===== src/rtl/fifo_uart_tx_pkg.sv =====
// fifo_uart_tx_pkg: shared FSM state encoding and frame-length helpers
// for the FIFO-fed UART transmitter.
package fifo_uart_tx_pkg;

  // Serializer states, 3-bit encoding
  typedef enum logic [2:0] {
    IDLE   = 3'd0,
    START  = 3'd1,
    DATA   = 3'd2,
    PARITY = 3'd3,
    STOP   = 3'd4
  } state_e;

  // Cycles per frame: start + data + optional parity + stop
  function automatic int frame_len(input int data_width, input bit parity_en);
    return data_width + (parity_en ? 3 : 2);
  endfunction

endpackage


===== src/rtl/fifo_uart_tx_if.sv =====
// fifo_uart_tx_if: read side of the async FIFO as seen from its consumer.
// master = FIFO (drives empty flag and head word), slave = consumer (pops).
interface fifo_uart_tx_if #(
  parameter int DATA_WIDTH = 8
);
  logic                  r_empty;
  logic [DATA_WIDTH-1:0] RD_DATA;
  logic                  r_inc;

  modport master (output r_empty, output RD_DATA, input r_inc);
  modport slave  (input r_empty, input RD_DATA, output r_inc);
endinterface


===== src/rtl/tx_parity_calc.sv =====
// tx_parity_calc: combinational parity of a data word.
// par_typ = 0 gives even parity, 1 gives odd parity.
// Only present when FIFO_UART_TX_PARITY_EN is defined.
`ifdef FIFO_UART_TX_PARITY_EN
module tx_parity_calc #(
  parameter int DATA_WIDTH = 8
) (
  input  logic [DATA_WIDTH-1:0] data,
  input  logic                  par_typ,
  output logic                  par_bit
);
  assign par_bit = (^data) ^ par_typ;
endmodule
`endif


===== src/rtl/fifo_uart_tx.sv =====
// fifo_uart_tx: pops words from the async FIFO read port and sends each as
// a UART frame (start, data LSB-first, optional parity, stop), one bit per
// CLK. Frames run back-to-back while the FIFO holds data.
// Optional parity bit and PAR_TYP port: define FIFO_UART_TX_PARITY_EN.
module fifo_uart_tx
  import fifo_uart_tx_pkg::*;
#(
  parameter int DATA_WIDTH = 8
) (
  input  logic              CLK,
  input  logic              RST,
  fifo_uart_tx_if.slave     fifo,
`ifdef FIFO_UART_TX_PARITY_EN
  input  logic              PAR_TYP,
`endif
  output logic              TX_OUT,
  output logic              busy
);

`ifdef FIFO_UART_TX_PARITY_EN
  localparam bit PAR_EN = 1'b1;
`else
  localparam bit PAR_EN = 1'b0;
`endif
  localparam int FRAME_LEN = frame_len(DATA_WIDTH, PAR_EN);
  localparam int CNT_W     = $clog2(FRAME_LEN);

  state_e                state_q, state_d;
  logic [DATA_WIDTH-1:0] shift_q, shift_d;
  logic [CNT_W-1:0]      cnt_q, cnt_d;
  logic                  tx_q, tx_d;
  logic                  busy_q, busy_d;
  logic                  r_inc_q, r_inc_d;

`ifdef FIFO_UART_TX_PARITY_EN
  // Parity is latched with the word so later RD_DATA changes cannot affect it
  logic par_q, par_d, par_calc;

  tx_parity_calc #(.DATA_WIDTH(DATA_WIDTH)) u_parity (
    .data    (fifo.RD_DATA),
    .par_typ (PAR_TYP),
    .par_bit (par_calc)
  );
`endif

  // Next-state logic: capture in IDLE/STOP, then shift out the frame
  always_comb begin
    state_d = state_q;
    shift_d = shift_q;
    cnt_d   = cnt_q;
    tx_d    = tx_q;
    busy_d  = busy_q;
    r_inc_d = 1'b0;
`ifdef FIFO_UART_TX_PARITY_EN
    par_d   = par_q;
`endif
    case (state_q)
      IDLE, STOP: begin
        if (!fifo.r_empty) begin
          shift_d = fifo.RD_DATA;
          r_inc_d = 1'b1;
          tx_d    = 1'b0;
          busy_d  = 1'b1;
          state_d = START;
`ifdef FIFO_UART_TX_PARITY_EN
          par_d   = par_calc;
`endif
        end else begin
          tx_d    = 1'b1;
          busy_d  = 1'b0;
          state_d = IDLE;
        end
      end
      START: begin
        tx_d    = shift_q[0];
        cnt_d   = '0;
        state_d = DATA;
      end
      DATA: begin
        shift_d = shift_q >> 1;
        if (cnt_q == CNT_W'(DATA_WIDTH - 1)) begin
`ifdef FIFO_UART_TX_PARITY_EN
          tx_d    = par_q;
          state_d = PARITY;
`else
          tx_d    = 1'b1;
          state_d = STOP;
`endif
        end else begin
          tx_d  = shift_d[0];
          cnt_d = cnt_q + 1'b1;
        end
      end
`ifdef FIFO_UART_TX_PARITY_EN
      PARITY: begin
        tx_d    = 1'b1;
        state_d = STOP;
      end
`endif
      default: begin
        tx_d    = 1'b1;
        busy_d  = 1'b0;
        state_d = IDLE;
      end
    endcase
  end

  // State and registered outputs; reset aborts any frame in flight
  always_ff @(posedge CLK) begin
    if (RST) begin
      state_q <= IDLE;
      shift_q <= '0;
      cnt_q   <= '0;
      tx_q    <= 1'b1;
      busy_q  <= 1'b0;
      r_inc_q <= 1'b0;
`ifdef FIFO_UART_TX_PARITY_EN
      par_q   <= 1'b0;
`endif
    end else begin
      state_q <= state_d;
      shift_q <= shift_d;
      cnt_q   <= cnt_d;
      tx_q    <= tx_d;
      busy_q  <= busy_d;
      r_inc_q <= r_inc_d;
`ifdef FIFO_UART_TX_PARITY_EN
      par_q   <= par_d;
`endif
    end
  end

  assign TX_OUT     = tx_q;
  assign busy       = busy_q;
  assign fifo.r_inc = r_inc_q;

endmodule

===== src/flat_wrapper.sv =====
// flat-port wrapper written by rule: the top's interface ports become plain ports
module fifo_uart_tx_flat import fifo_uart_tx_pkg::*;
#(
  parameter int DATA_WIDTH = 8
)
  (CLK, RST, TX_OUT, busy, fifo_r_empty, fifo_RD_DATA, fifo_r_inc);
  fifo_uart_tx_if #(.DATA_WIDTH(DATA_WIDTH)) fifo_i ();
  input  logic CLK;
  input  logic RST;
  output logic TX_OUT;
  output logic busy;
  input wire logic [$bits(fifo_i.r_empty)-1:0] fifo_r_empty;
  input wire logic [$bits(fifo_i.RD_DATA)-1:0] fifo_RD_DATA;
  output wire logic [$bits(fifo_i.r_inc)-1:0] fifo_r_inc;
  assign fifo_i.r_empty = fifo_r_empty;
  assign fifo_i.RD_DATA = fifo_RD_DATA;
  assign fifo_r_inc = fifo_i.r_inc;
  fifo_uart_tx #(.DATA_WIDTH(DATA_WIDTH)) u_core (.CLK(CLK), .RST(RST), .fifo(fifo_i), .TX_OUT(TX_OUT), .busy(busy));
endmodule

===== config.mk =====
export PLATFORM = sky130hd
export DESIGN_NAME = fifo_uart_tx_flat
export DESIGN_NICKNAME = d
export VERILOG_FILES = /design/src/rtl/fifo_uart_tx_pkg.sv /design/src/rtl/fifo_uart_tx_if.sv /design/src/rtl/tx_parity_calc.sv /design/src/rtl/fifo_uart_tx.sv /design/src/flat_wrapper.sv
export SDC_FILE = /design/constraint.sdc
export NUM_CORES = 1
export LEC_CHECK = 0
export CAP_MARGIN = 0
export CORE_MARGIN = 2
export CORE_UTILIZATION = 45
export DETAILED_ROUTE_END_ITERATION = 12
export GPL_TIMING_DRIVEN = 0
export PLACE_DENSITY = 0.82
export SYNTH_ARGS = -nofsm -noshare
export SYNTH_HDL_FRONTEND = slang
export SYNTH_SLANG_ARGS = --single-unit

===== constraint.sdc =====
create_clock -name CLK -period 1.39 [get_ports CLK]
set_clock_uncertainty 0.1 [all_clocks]
set_input_delay 0.278 -clock CLK [delete_from_list [all_inputs] [get_ports CLK]]
set_output_delay 0.278 -clock CLK [all_outputs]
set_load 0.1 [all_outputs]

# Word level (Yosys, flattened, before mapping)
# Index checks and enable logic that the tools add are counted.
# W data, S select, Z words.
word_totals:
  out_inout_bits: 3
  elab_cells: 35
  inputBits: 11
  regBits: 18
op_classes:
  mux: 12
  addsub: 1
  n_bitwise: 1
  n_reduce_logical: 8
  eq_ne: 7
ops:
  columns: ["operator", "count"]
  rows:
  - ["$pmux W8 S2", 1]
  - ["$pmux W3 S3", 1]
  - ["$mux W8", 1]
  - ["$pmux W4 S2", 1]
  - ["$reduce_or A2 Y1", 3]
  - ["$add A4 B1 Y4 const B", 1]
  - ["$eq A4 B3 Y1 const B", 1]
  - ["$mux W1", 4]
  - ["$mux W4", 1]
  - ["$ne A2 B2 Y1 const B", 2]
  - ["$reduce_and A2 Y1", 2]
  - ["$reduce_bool A2 Y1", 2]
  - ["$eq A3 B1 Y1 const B", 1]
  - ["$eq A3 B2 Y1 const B", 1]
  - ["$eq A3 B3 Y1 const B", 1]
  - ["$logic_not A3 Y1", 1]
  - ["$mux W3", 1]
  - ["$pmux W1 S3", 1]
  - ["$ne A2 B1 Y1 const B", 1]
  - ["$pmux W1 S2", 1]
  - ["$not A1 Y1", 1]

# Logic depth before layout (Yosys ltp)
depth:
  ltp_word: 4
  mapped_depth: 6
  mapped_depth_nobuf: 5

# Worst setup path before layout
# Ideal clock, no wire load.
synth_path:
  path_type: "register -> register"
  start: "register, netlist name u_core.busy"
  end: "register u_core.busy_q (netlist: u_core.busy)"
  arrival_time_ns: 1.276
  slack_ns: -0.057
  setup_ns: 0.071
  t_required_ns: 1.219
  path_stages_with_launch: 3
  period_less_slack_ns: 1.447
  n_path_buf: 0
  path_cell_list: "dfxtp_1 o21ai_0 a21oi_1"
synth_lines:
  columns: ["element", "line_no", "source"]
  rows:
  - ["to (signal assigned)", "fifo_uart_tx.sv:125", "busy_q <= busy_d;"]
  - ["to (decl)", "fifo_uart_tx.sv:32", "logic busy_q, busy_d;"]

# Worst setup path in the final report
layout_path:
  start: "register u_core.state_q[0]"
  end: "register u_core.shift_q[1]"
layout_between:
  elab_chain_cells: 4
  word_cells_on_any_way: 8
  classes_between: "eq/ne: 3; mux: 1; reduce/logical: 4"
layout_lines:
  columns: ["element", "line_no", "source"]
  rows:
  - ["from (decl)", "fifo_uart_tx.sv:28", "state_e state_q, state_d;"]
  - ["from (signal assigned)", "fifo_uart_tx.sv:121", "state_q <= state_d;"]
  - ["$eq A3 B3 Y1 / $logic_not A3 Y1 (equally long branches)", "fifo_uart_tx.sv:57", "case (state_q)"]
  - ["$reduce_or A2 Y1", "fifo_uart_tx.sv:57", null]
  - ["$ne A2 B2 Y1 (no line) / $reduce_bool A2 Y1 (equally long branches)", null, null]
  - ["$reduce_and A2 Y1 (no line)", null, null]
  - ["to (signal assigned)", "fifo_uart_tx.sv:122", "shift_q <= shift_d;"]
  - ["to (decl)", "fifo_uart_tx.sv:29", "logic [DATA_WIDTH-1:0] shift_q, shift_d;"]
# Parallel ways exist; a longest one is shown, timed or not.
# A chain may end at the register's enable or synchronous reset.

==> results_tabular.tex <==
\begin{tabular}{lr}
\hline
Metric & Value \\
\hline
\multicolumn{2}{l}{\textbf{Outcome}} \\
\quad Result of the run & finished, violations left \\
\quad Violated checks & setup timing \\
\multicolumn{2}{l}{\textbf{CTS}} \\
\quad Maximum level of the CTS H-tree & 1 \\
\quad Deepest clock path buffer count & 2 \\
\quad Clock slew at reported path FFs & 110 ps \\
\quad Total clock buffers created by CTS & 3 \\
\quad Clock tree from TritonCTS & built \\
\quad Number of clock sinks seen by CTS & 18 \\
\quad Worst-Skew Late Latency & 310 ps \\
\quad Root buffer cell & sky130\_fd\_sc\_hd\_\_clkbuf\_4 \\
\multicolumn{2}{l}{\textbf{Power}} \\
\quad Peak VDD IR & 761 uV \\
\quad Switching Fraction & 0.299 \\
\quad Leakage component of the power & 0.449 nW \\
\quad Total power per unit cell area & 1070 nW/um\^{}2 \\
\quad Final Total Pwr & 0.00123 W \\
\quad Internal power & 0.000860 W \\
\quad Share of power burned in the clock network & 0.267 \\
\quad Combinational Power Share & 0.257 \\
\quad Part of the total power dissipated in sequential elements & 0.476 \\
\quad Net switching component of the power & 0.000367 W \\
\multicolumn{2}{l}{\textbf{Critical path}} \\
\quad Arrival time of the worst setup path & 1480 ps \\
\quad Cell chain of the critical path & or3b\_4 > buf\_8 > o22ai\_2 > nor3\_2 \\
\quad Number of gates on the worst path with buffers counted & 4 \\
\quad Data required time at the worst endpoint & 1460 ps \\
\quad CP delay by family, top & simple AND/OR/NAND/NOR gates \\
\quad Category of the worst setup path launch point & register \\
\quad Number of buffers and inverters on the critical path & 1 \\
\quad Depth of the worst register-to-register path & 4 \\
\quad Maximum single-stage delay on the critical path & 420 ps \\
\quad Startpoint-to-endpoint class of the critical path & reg -> reg \\
\quad Nature of the critical path endpoint & register \\
\quad Master of the slowest instance on the critical path & sky130\_fd\_sc\_hd\_\_or3b\_4 \\
\quad Top fanout value on the critical path & 10 \\
\multicolumn{2}{l}{\textbf{Final layout}} \\
\quad Layout overhead on the synthesized area & 43.3\% \\
\quad \# diodes & 0 \\
\quad Number of nets in the layout & 117 \\
\quad Share of cells above drive strength 1 & 0.413 \\
\multicolumn{2}{l}{\textbf{Timing}} \\
\quad Crit share post-route & 1.01 \\
\quad Count of endpoints failing setup in the final report & 4 \\
\quad Final setup TNS & -40.6 ps \\
\quad Post-route setup slack & -14.1 ps \\
\quad Count of final hold-check violations & 0 \\
\quad Period minus WS final & 1400 ps \\
\quad Maximum achievable frequency & 712 MHz \\
\quad RSZ-0062 raised after global routing & true \\
\quad Final number of max-transition violations & 0 \\
\quad Slew at the pin closest to its max-slew limit & 564 ps \\
\quad Relative slew slack & 0.624 \\
\multicolumn{2}{l}{\textbf{Synth}} \\
\quad Leading area contributor after synthesis & sky130\_fd\_sc\_hd\_\_dfxtp\_1 \\
\quad Share of synthesized area occupied by flip-flops and latches & 0.449 \\
\quad Register bit count reported by yosys & 18 \\
\quad Biggest area contributors in the synthesized netlist & sky130\_fd\_sc\_hd\_\_dfxtp\_1, sky130\_fd\_sc\_hd\_\_nor3\_2, sky130\_fd\_sc\_hd\_\_nor2\_1, sky130\_fd\_sc\_hd\_\_a21oi\_1, sky130\_fd\_sc\_hd\_\_mux2i\_1 \\
\quad Synth Net Count & 95 \\
\quad Proportion of synthesized flip-flops having asynchronous set or reset & 0 \\
\quad Warnings, synthesis & 0 \\
\quad Area of the mapped netlist & 803 sq um \\
\quad Library cells used by synthesis & 29 \\
\quad Share of the synthesized area in the top cell type & 0.449 \\
\quad Synthesized area per cell & 9.68 sq um \\
\quad Number of enable-type register cells in the synthesized netlist & 0 \\
\quad Cells after Synth & 83 \\
\quad Dominant register cell in the synthesized netlist & sky130\_fd\_sc\_hd\_\_dfxtp\_1 \\
\multicolumn{2}{l}{\textbf{Flow run}} \\
\quad Max-cap viol count & 0 \\
\multicolumn{2}{l}{\textbf{Place}} \\
\quad Post-detailed-placement half-perimeter wirelength & 1.14 mm \\
\quad Port Buffer Count & 12 \\
\quad RD Place Congestion & 0.774 \\
\multicolumn{2}{l}{\textbf{GRT}} \\
\quad Wire length of the first global-routing pass & 2.75 mm \\
\quad Via count of the first global-routing pass & 645 \\
\quad Overall fraction of global-route tracks in use & 0.186 \\
\quad Remaining global-route overflow & 0 \\
\quad Number of antenna violations at the first check in global routing & 0 \\
\quad Largest net degree at the start of global routing & 11 \\
\multicolumn{2}{l}{\textbf{Routing}} \\
\quad DR pass1 iterations & 4 \\
\quad Number of nets with antenna violations after routing & 0 \\
\quad Routed WL per cell & 14.6 um \\
\quad Via count & 707 \\
\quad Total wirelength of the detailed-routed design & 1.88 mm \\
\quad Number of DRC violations after detailed routing & 0 \\
\quad Via/cell ratio & 5.48 \\
\quad Number of DRC markers after the initial detailed-route iteration & 12 \\
\multicolumn{2}{l}{\textbf{Worst hold path}} \\
\quad Class of the tightest hold or removal check & in -> reg \\
\quad Count of cells along the worst hold path & 2 \\
\multicolumn{2}{l}{\textbf{Floorplan}} \\
\quad Area enclosed by the die boundary & 2140 sq um \\
\quad Effective utilization at floorplan & 0.470 \\
\quad Die Wd & 46.3 um \\
\quad Number of I/O pins & 14 \\
\quad Die Span Y & 46.3 um \\
\quad Placement Rows & 15 \\
\quad Total core area & 1710 sq um \\
\hline
\end{tabular}
state kept, by name, summed over array words and instances, names as in the netlist:
| register | count |
|---|---|
| u_core.state_q | 3 |
| u_core.cnt_q | 4 |
| u_core.busy | 1 |
| u_core.shift_q | 8 |
| u_core.TX_OUT | 1 |
| u_core.fifo.r_inc | 1 |
power by group through the flow:
stage / clock (W) / combinational, W / sequential, W
2_1_floorplan: 0 / 0.000138 / 0.000640
3_3_place_gp: 0 / 0.000250 / 0.000588
3_5_place_dp: 0 / 0.000256 / 0.000590
4_1_cts: 0.000330 / 0.000280 / 0.000580
5_1_grt: 0.000350 / 0.000336 / 0.000589
6_report: 0.000327 / 0.000316 / 0.000583
path summary, 6_finish.rpt:
check | start | endpoint | slack (ps)
setup / recovery | u_core.state_q[0] | u_core.shift_q[1] | -10
hold / removal | RST | u_core.shift_q[5] | 360
setup reg to reg | u_core.state_q[0] | u_core.shift_q[1] | -10
hold reg to reg | u_core.busy | u_core.busy | 390
cells in the final DEF, fill, tap and decap left out, types with 2 or more instances in the layout:
| master | n |
|---|---|
| sky130_fd_sc_hd__a21oi_1 | 6 |
| sky130_fd_sc_hd__nor3_2 | 5 |
| sky130_fd_sc_hd__nor2_1 | 9 |
| sky130_fd_sc_hd__mux2i_1 | 3 |
| sky130_fd_sc_hd__nor3_1 | 3 |
| sky130_fd_sc_hd__dfxtp_1 | 12 |
| sky130_fd_sc_hd__clkbuf_4 | 3 |
| sky130_fd_sc_hd__buf_4 | 7 |
| sky130_fd_sc_hd__o22ai_2 | 5 |
| sky130_fd_sc_hd__dfxtp_2 | 4 |
| sky130_fd_sc_hd__nand3_1 | 3 |
| sky130_fd_sc_hd__o21ai_0 | 2 |
| sky130_fd_sc_hd__a211oi_1 | 2 |
| sky130_fd_sc_hd__clkbuf_1 | 2 |
| sky130_fd_sc_hd__clkdlybuf4s50_1 | 8 |
| sky130_fd_sc_hd__nand2b_1 | 2 |
| sky130_fd_sc_hd__dfxtp_4 | 2 |
Yosys cell counts (all sizes together) (2+ instances only):
library cell / n
nor3: 8
clkbuf: 2
dfxtp: 18
o22ai: 5
a211oi: 3
nand3: 3
nor2: 10
and2b: 2
nand2b: 3
nand2: 2
a21oi: 7
or3: 2
o21ai: 3
mux2i: 3
buf: 3
cell families after synthesis:
logic type / count (synthesis) / share of synthesized area
adders and majority gates: 1 / 0.0156
muxes: 3 / 0.0374
DFF: 18 / 0.449
buffers and inverters: 5 / 0.0436
AOI/OAI and AO/OA: 18 / 0.137
and+or+nand+nor: 38 / 0.318
per-layer routing:
layer / GRT usage / vias up / part of all wire
met4: 0.120 / 0 / 0.028
li1: - / 342 / -
met2: 0.306 / 22 / 0.50
met1: 0.227 / 338 / 0.42
met3: 0.0235 / 5 / 0.043
met5: 0 / - / 0
metrics by stage:
stage                     hold WS (ps)  utilization  std cells  setup slack (ps)  instance area [sq um]
final                              362        0.674        129             -14.1                   1150
after global routing               382        0.674        129             -89.9                   1150
after CTS                          351        0.619        125             -13.2                   1060
after detailed placement           370        0.560        120              -408                    956
after global placement             368        0.560        120              -409                    956
after floorplan                    364            -         83              1.61                    805
cell type report:
class	count	area, sq um
fillers	119	557
clock buffers	4	36.3
flip-flops and latches	18	373
plain buffers	4	42.5
repair buffers	18	181
multi-input cells	60	487
well taps	25	31.3
repair_timing:
| action | CTS | global route |
|---|---|---|
| setup endpoints to repair | 14 | 11 |
| resized for setup | 34 | 12 |
| gates cloned | 0 | 1 |
| setup buffers | 2 | 3 |
| pin swaps | 2 | 6 |
| hold buffers | 0 | 0 |
Note: power is estimated with default switching activity, not from simulation.
